**config.mk**
```make
export PLATFORM = sky130hd
export DESIGN_NAME = rocketcpu_wb_dma
export DESIGN_NICKNAME = d
export VERILOG_FILES = /design/src/rtl/rocketcpu_dma_pkg.sv /design/src/rtl/rocketcpu_dma_regs.sv /design/src/rtl/rocketcpu_wb_dma.sv
export SDC_FILE = /design/constraint.sdc
export NUM_CORES = 1
export LEC_CHECK = 0
export CAP_MARGIN = 15
export CORE_MARGIN = 8
export CORE_UTILIZATION = 55
export CTS_CLUSTER_DIAMETER = 40
export DETAILED_ROUTE_END_ITERATION = 10
export PLACE_DENSITY = 0.85
export SYNTH_ARGS = -nofsm -noshare
export SYNTH_HDL_FRONTEND = slang
export SYNTH_HIERARCHICAL = 1
export SYNTH_SLANG_ARGS = --single-unit
```
**constraint.sdc**
```tcl
create_clock -name i_wb_clk -period 14.6 [get_ports i_wb_clk]
set_input_delay 2.92 -clock i_wb_clk [delete_from_list [all_inputs] [get_ports i_wb_clk]]
set_output_delay 2.92 -clock i_wb_clk [all_outputs]
set_load 0.005 [all_outputs]
```
**src/rtl/rocketcpu_dma_pkg.sv**
```systemverilog
// ============================================================================
// Module   : rocketcpu_dma_pkg
// Purpose  : Shared constants and state encoding for the Wishbone block-copy DMA.
// Revision : 1.0 - initial release
// ============================================================================
`default_nettype none

package rocketcpu_dma_pkg;

  localparam logic [1:0] REG_SRC  = 2'd0;
  localparam logic [1:0] REG_DST  = 2'd1;
  localparam logic [1:0] REG_LEN  = 2'd2;
  localparam logic [1:0] REG_CTRL = 2'd3;

  localparam int CTRL_START = 0;
  localparam int CTRL_IRQEN = 1;
  localparam int CTRL_DONE  = 2;
  localparam int CTRL_FILL  = 3;

  typedef enum logic [1:0] {
    IDLE = 2'd0,
    RD   = 2'd1,
    WR   = 2'd2,
    GAP  = 2'd3
  } dma_state_t;

  function automatic logic [31:0] word_align(input logic [31:0] a);
    return {a[31:2], 2'b00};
  endfunction

endpackage

`default_nettype wire

```
**src/rtl/rocketcpu_dma_regs.sv**
```systemverilog
// ============================================================================
// Module   : rocketcpu_dma_regs
// Purpose  : Config slave register file, ack generation and done/irq flags.
//            Fill-mode bit present only with ROCKETCPU_DMA_FILL_EN defined.
// Revision : 1.0 - initial release
// ============================================================================
`default_nettype none

module rocketcpu_dma_regs
  import rocketcpu_dma_pkg::*;
#(
  parameter int LEN_W = 16
) (
  input  logic             i_wb_clk,
  input  logic             reset,
  input  logic [1:0]       i_wb_reg,
  input  logic [31:0]      i_wb_dat,
  input  logic             i_wb_we,
  input  logic             i_wb_cyc,
  output logic [31:0]      o_wb_rdt,
  output logic             o_wb_ack,
  input  logic             i_busy,
  input  logic [LEN_W-1:0] i_rem,
  input  logic             i_complete,
  output logic             o_start,
  output logic [31:0]      o_src,
  output logic [31:0]      o_dst,
  output logic [LEN_W-1:0] o_len,
`ifdef ROCKETCPU_DMA_FILL_EN
  output logic             o_fill,
`endif
  output logic             o_irq
);

  logic [31:0]      r_src;
  logic [31:0]      r_dst;
  logic [LEN_W-1:0] r_len;
  logic             r_irq_en;
  logic             r_done;
  logic             r_start;
  logic             r_ack;
  logic [31:0]      r_rdt;
`ifdef ROCKETCPU_DMA_FILL_EN
  logic             r_fill;
`endif

  logic        w_access;
  logic        w_wr;
  logic        w_cfg_wr;
  logic        w_ctrl_wr;
  logic [31:0] w_status;
  logic [31:0] w_rd_data;

  // A new access is taken only while ack is low, giving one ack per two cycles.
  assign w_access  = i_wb_cyc & ~r_ack;
  assign w_wr      = w_access & i_wb_we;
  assign w_cfg_wr  = w_wr & ~i_busy;
  assign w_ctrl_wr = w_wr & (i_wb_reg == REG_CTRL);

  always_comb begin
    w_status             = '0;
    w_status[CTRL_START] = i_busy;
    w_status[CTRL_IRQEN] = r_irq_en;
    w_status[CTRL_DONE]  = r_done;
`ifdef ROCKETCPU_DMA_FILL_EN
    w_status[CTRL_FILL]  = r_fill;
`endif
    w_status[31:16]      = 16'(i_rem);
  end

  always_comb begin
    w_rd_data = '0;
    case (i_wb_reg)
      REG_SRC:  w_rd_data = r_src;
      REG_DST:  w_rd_data = r_dst;
      REG_LEN:  w_rd_data = 32'(r_len);
      REG_CTRL: w_rd_data = w_status;
      default:  w_rd_data = '0;
    endcase
  end

  always_ff @(posedge i_wb_clk or posedge reset) begin
    if (reset) begin
      r_src    <= '0;
      r_dst    <= '0;
      r_len    <= '0;
      r_irq_en <= 1'b0;
      r_done   <= 1'b0;
      r_start  <= 1'b0;
      r_ack    <= 1'b0;
      r_rdt    <= '0;
`ifdef ROCKETCPU_DMA_FILL_EN
      r_fill   <= 1'b0;
`endif
    end else begin
      r_ack   <= w_access;
      r_start <= 1'b0;
      if (w_access) begin
        r_rdt <= w_rd_data;
      end
      if (w_cfg_wr) begin
        case (i_wb_reg)
          REG_SRC:  r_src <= word_align(i_wb_dat);
          REG_DST:  r_dst <= word_align(i_wb_dat);
          REG_LEN:  r_len <= i_wb_dat[LEN_W-1:0];
          REG_CTRL: begin
            r_start <= i_wb_dat[CTRL_START];
`ifdef ROCKETCPU_DMA_FILL_EN
            r_fill  <= i_wb_dat[CTRL_FILL];
`endif
          end
          default: ;
        endcase
      end
      if (w_ctrl_wr) begin
        r_irq_en <= i_wb_dat[CTRL_IRQEN];
      end
      // Completion has priority over a same-cycle write-1-to-clear.
      if (i_complete || (r_start && (r_len == '0))) begin
        r_done <= 1'b1;
      end else if (w_ctrl_wr && i_wb_dat[CTRL_DONE]) begin
        r_done <= 1'b0;
      end
    end
  end

  assign o_wb_rdt = r_rdt;
  assign o_wb_ack = r_ack;
  assign o_start  = r_start;
  assign o_src    = r_src;
  assign o_dst    = r_dst;
  assign o_len    = r_len;
`ifdef ROCKETCPU_DMA_FILL_EN
  assign o_fill   = r_fill;
`endif
  assign o_irq    = r_done & r_irq_en;

endmodule

`default_nettype wire

```
**src/rtl/rocketcpu_wb_dma.sv**
```systemverilog
// ============================================================================
// Module   : rocketcpu_wb_dma
// Purpose  : Wishbone master that copies LEN words from SRC to DST, one bus
//            cycle at a time. Define ROCKETCPU_DMA_FILL_EN for constant fill.
// Revision : 1.0 - initial release
// ============================================================================
`default_nettype none

module rocketcpu_wb_dma
  import rocketcpu_dma_pkg::*;
#(
  parameter int          LEN_W    = 16,
  parameter logic [31:0] SLV_BASE = 32'h0600_0000
) (
  input  logic        i_wb_clk,
  input  logic        reset,
  input  logic [31:0] i_wb_adr,
  input  logic [31:0] i_wb_dat,
  input  logic        i_wb_we,
  input  logic        i_wb_cyc,
  output logic [31:0] o_wb_rdt,
  output logic        o_wb_ack,
  output logic [31:0] o_wbm_adr,
  output logic [31:0] o_wbm_dat,
  output logic [3:0]  o_wbm_sel,
  output logic        o_wbm_we,
  output logic        o_wbm_cyc,
  input  logic [31:0] i_wbm_rdt,
  input  logic        i_wbm_ack,
  output logic        o_irq
);

  logic             w_start;
  logic [31:0]      w_cfg_src;
  logic [31:0]      w_cfg_dst;
  logic [LEN_W-1:0] w_cfg_len;
  logic             w_busy;
  logic             w_complete;
  logic             w_unused_adr;

  dma_state_t       r_state;
  logic [31:0]      r_src;
  logic [31:0]      r_dst;
  logic [31:0]      r_buf;
  logic [LEN_W-1:0] r_rem;
  logic             r_cyc;
  logic             r_we;
  logic [3:0]       r_sel;
  logic [31:0]      r_adr;
  logic [31:0]      r_dat;
`ifdef ROCKETCPU_DMA_FILL_EN
  logic             w_cfg_fill;
  logic             r_fill_mode;
`endif

  // Address qualification happens at the top level; only [3:2] matter here.
  assign w_unused_adr = ^{i_wb_adr[31:4] ^ SLV_BASE[31:4], i_wb_adr[1:0]};

  assign w_busy     = (r_state != IDLE);
  assign w_complete = (r_state == WR) & r_cyc & i_wbm_ack & (r_rem == LEN_W'(1));

  rocketcpu_dma_regs #(
    .LEN_W (LEN_W)
  ) u_regs (
    .i_wb_clk   (i_wb_clk),
    .reset      (reset),
    .i_wb_reg   (i_wb_adr[3:2]),
    .i_wb_dat   (i_wb_dat),
    .i_wb_we    (i_wb_we),
    .i_wb_cyc   (i_wb_cyc),
    .o_wb_rdt   (o_wb_rdt),
    .o_wb_ack   (o_wb_ack),
    .i_busy     (w_busy),
    .i_rem      (r_rem),
    .i_complete (w_complete),
    .o_start    (w_start),
    .o_src      (w_cfg_src),
    .o_dst      (w_cfg_dst),
    .o_len      (w_cfg_len),
`ifdef ROCKETCPU_DMA_FILL_EN
    .o_fill     (w_cfg_fill),
`endif
    .o_irq      (o_irq)
  );

  always_ff @(posedge i_wb_clk or posedge reset) begin
    if (reset) begin
      r_state     <= IDLE;
      r_src       <= '0;
      r_dst       <= '0;
      r_buf       <= '0;
      r_rem       <= '0;
      r_cyc       <= 1'b0;
      r_we        <= 1'b0;
      r_sel       <= '0;
      r_adr       <= '0;
      r_dat       <= '0;
`ifdef ROCKETCPU_DMA_FILL_EN
      r_fill_mode <= 1'b0;
`endif
    end else begin
      case (r_state)
        IDLE: begin
          if (w_start && (w_cfg_len != '0)) begin
            r_src <= w_cfg_src;
            r_dst <= w_cfg_dst;
            r_rem <= w_cfg_len;
            r_sel <= 4'hF;
            r_cyc <= 1'b1;
`ifdef ROCKETCPU_DMA_FILL_EN
            r_fill_mode <= w_cfg_fill;
            if (w_cfg_fill) begin
              r_buf   <= w_cfg_src;
              r_state <= WR;
              r_we    <= 1'b1;
              r_adr   <= w_cfg_dst;
              r_dat   <= w_cfg_src;
            end else
`endif
            begin
              r_state <= RD;
              r_we    <= 1'b0;
              r_adr   <= w_cfg_src;
            end
          end
        end
        RD: begin
          if (r_cyc && i_wbm_ack) begin
            r_buf   <= i_wbm_rdt;
            r_cyc   <= 1'b0;
            r_state <= WR;
          end
        end
        WR: begin
          // Entered from RD with cyc low: hold it low one cycle, then issue.
          if (!r_cyc) begin
            r_cyc <= 1'b1;
            r_we  <= 1'b1;
            r_adr <= r_dst;
            r_dat <= r_buf;
          end else if (i_wbm_ack) begin
            r_cyc   <= 1'b0;
            r_we    <= 1'b0;
            r_src   <= r_src + 32'd4;
            r_dst   <= r_dst + 32'd4;
            r_rem   <= r_rem - LEN_W'(1);
            r_state <= (r_rem == LEN_W'(1)) ? IDLE : GAP;
          end
        end
        GAP: begin
          r_cyc <= 1'b1;
`ifdef ROCKETCPU_DMA_FILL_EN
          if (r_fill_mode) begin
            r_state <= WR;
            r_we    <= 1'b1;
            r_adr   <= r_dst;
            r_dat   <= r_buf;
          end else
`endif
          begin
            r_state <= RD;
            r_we    <= 1'b0;
            r_adr   <= r_src;
          end
        end
        default: r_state <= IDLE;
      endcase
    end
  end

  assign o_wbm_adr = r_adr;
  assign o_wbm_dat = r_dat;
  assign o_wbm_sel = r_sel;
  assign o_wbm_we  = r_we;
  assign o_wbm_cyc = r_cyc;

endmodule

`default_nettype wire

```
==> reports/results.txt <==
Core ar. = 25,800 sq um
Top sig layer = met5
R2r worst-path depth = 8
Final WL = 40,800 microns
Final nets = 1,596
Number of flops mapped to enable cells by yosys = 0
Mean Syn Cell Area = 10.5 sq um
Cell area after synthesis = 14,300 sq um
Largest net degree at the start of global routing = 107
Hold path depth = 2
Post-synthesis sequential area ratio = 51.4%
Outcome = complete, no violations
Post-synth ARST share = 100%
Layout cells sized above 1 = 16.0%
Setup TNS = 0 ns
Met1 wire length = 15,800 microns
Leak Pwr = 7.38 nW
GP Congestion = 0.958
Vias per inst = 6.41
Slew margin rel. = 29.0%
Fillers = 1,882
Die Y-Extent = 177 microns
Crit. End Element = flip-flop
RSZ-0062 raised after global routing = no
Routed length on met2 = 19,000 microns
Starting utilization of the core area = 55.4%
CTS tree = yes
Number of global-route vias before repair = 11,818
Area delta synth->final = 21.9%
# setup viols final = 0
Critical-path maximum fanout = 62
Diodes inserted = 0
Clock transition at path regs = 0.05 ns
Worst-path cell chain = clkdlybuf4s50_1, nand2b_4, clkinv_4, nand2_1, or4_2, mux2_1
First-pass GRT wire length = 64,900 microns
DRC = 0
Worst VDD drop = 139 uV
Netlist cell types = 73
Kind of critical path = in2reg
Total CTS buffers = 40
Final worst-path cycle share = 35.2%
Clk buf depth = 3
Die area = 31,400 sq um
DRT antenna net count = 0
Post-CTS Setup Bufs = 0
WL/cell = 22.0 microns
Hold buffers post-CTS = 0
Peak per-stage delay on the critical path = 1.03 ns
Main synth FF type = dfrtp_1
1st-pass router iterations = 5
CP max-delay cell = or4_2
Tmin final = 5.15 ns
Detailed Place HPWL = 26,800 microns
Number of I/O port buffers = 174
Initial antenna violation count = 1
Startpoint Class = input port
Overall global routing resource usage = 25.7%
PostCTS Resize Cnt = 0
Slew Viols, Final = 0
Clock latency on the worst-skew pair = 0.53 ns
Worst slew pin tran = 1.06 ns
Vias post-DR = 11,877
Hold WC Path Type = reg2reg
Ys Warns = 6
Req. time, crit path = 15.00 ns
MaxCap Viol Count = 0
Hold WS = 0.482 ns
Worst EP arrival = 5.54 ns
Met3 routed WL = 4340 microns
Core Rows = 59
Reg2Reg Setup Slack = 10.97 ns
Htree depth = 2
GRT overflow = 0
Starting DRC count in detailed routing = 1,343
Die span in x = 177 microns
Flip-flop and latch count after synthesis = 293
Top Ports = 205
Final hold violation count = 0
Sink Count = 293
Pwr/cell area = 216 nW/um^2
Post-Synthesis Cells = 1,358
Fmax = 194 MHz
Clk_skew = 0.0230 ns
CTS Root Cell = clkbuf_16
## registers in the layout, summed over array words and instances (netlist names)
register         flops
o_wbm_dat           32
o_wbm_cyc            1
o_wbm_adr           32
u_regs/o_start       1
u_regs/o_src        30
u_regs/o_wb_rdt     32
u_regs/o_dst        30
u_regs/r_done        1
r_rem               16
u_regs/r_irq_en      1
r_buf               32
r_dst               32
o_wbm_we             1
u_regs/o_len        16
r_state              2
r_src               32
o_wbm_sel            1
u_regs/o_wb_ack      1
## cells in the final DEF (no fill, tap or decap), drive strengths merged, types with 9 or more instances in the layout
cell type      instances
a21oi                113
a22oi                 29
a2bb2oi               22
a31oi                 35
a41oi                 11
and3                  11
buf                   15
clkbuf                53
clkdlybuf4s50        173
clkinv                12
dfrtp                293
ha                     9
inv                   27
mux2                 141
mux2i                 36
nand2                142
nand3                 46
nand4                 18
nor2                  89
nor3                  20
nor4                  15
o21ai                 70
o22a                  10
o22ai                 32
## area by class of cell
cell class              instances  area [sq um]  area share, %
flip-flops and latches        293          7330           42.1
multi-input cells             938          6410           36.8
well taps                     335           419           2.41
clock buffers                  53          1100           6.33
clock inverters                20           198           1.14
repair buffers                188          1840           10.6
inverters                      25           106          0.611
## cells in the mapped netlist (24+ instances only)
| cell type | count | area [sq um] |
|---|---|---|
| clkbuf_1 | 57 | 214 |
| a31oi_1 | 35 | 219 |
| nor2_1 | 89 | 334 |
| mux2_2 | 110 | 1240 |
| mux2_4 | 30 | 450 |
| dfrtp_1 | 293 | 7330 |
| o21ai_0 | 69 | 345 |
| buf_2 | 26 | 130 |
| nand2_1 | 142 | 533 |
| a21oi_1 | 113 | 566 |
| o22ai_1 | 32 | 200 |
| mux2i_1 | 36 | 360 |
| nand3_1 | 45 | 225 |
| inv_1 | 24 | 90.1 |
| a22oi_1 | 29 | 218 |
## worst max-delay path, delay by kind of cell
family                 cells  cell delay (ns)
buffers and inverters      2             0.69
and+or+nand+nor            3             1.43
muxes                      1             0.48
## layer usage
metal	vias up	track usage, %
met5	-	0
met4	2	10.8
met3	115	6.91
met2	685	40.5
met1	5840	33.2
li1	5235	-
## stage by stage
| step | std cells | cell area, sq um | util [%] | power [mW] | worst slack (ns) |
|---|---|---|---|---|---|
| final | 1852 | 17400 | 67.6 | 3.76 | 9.45 |
| after global routing | 1852 | 17400 | 67.6 | 3.97 | 9.35 |
| after CTS | 1852 | 17400 | 67.6 | 3.76 | 9.50 |
| after detailed placement | 1779 | 16100 | 62.5 | 2.79 | 8.98 |
| after global placement | 1779 | 16100 | 62.5 | 2.71 | 9.00 |
| after floorplan | 1361 | 14300 | - | 2.21 | 6.76 |
## logic make-up after synthesis
group	count (synthesis)	synth area share, %
and+or+nand+nor	375	12.6
AOI/OAI and AO/OA	372	16.4
DFF	293	51.4
muxes	178	14.6
buffers and inverters	130	4.22
adders and majority gates	9	0.789
other	1	0.0263
## where the power goes
part,leakage [nW],switching [mW],total [mW],internal (mW)
Sequential,3.64,0.383,1.56,1.18
Clock,0.637,0.361,0.947,0.586
Combinational,3.11,0.583,1.25,0.668
Total,7.38,1.33,3.76,2.43
## path summary, 6_finish.rpt
| kind | end | from |
|---|---|---|
| worst max-delay path | u_regs/o_src[26] | i_wb_cyc |
| worst min-delay path | u_regs/o_wb_rdt[18] | u_regs/o_wb_rdt[18] |
| worst max register to register | r_rem[14] | r_state[0] |
| worst min register to register | u_regs/o_wb_rdt[18] | u_regs/o_wb_rdt[18] |
| max in group asynchronous | o_wbm_adr[20] | reset |
| min in group asynchronous | u_regs/o_dst[5] | reset |
(Power assumes the default switching activity.)
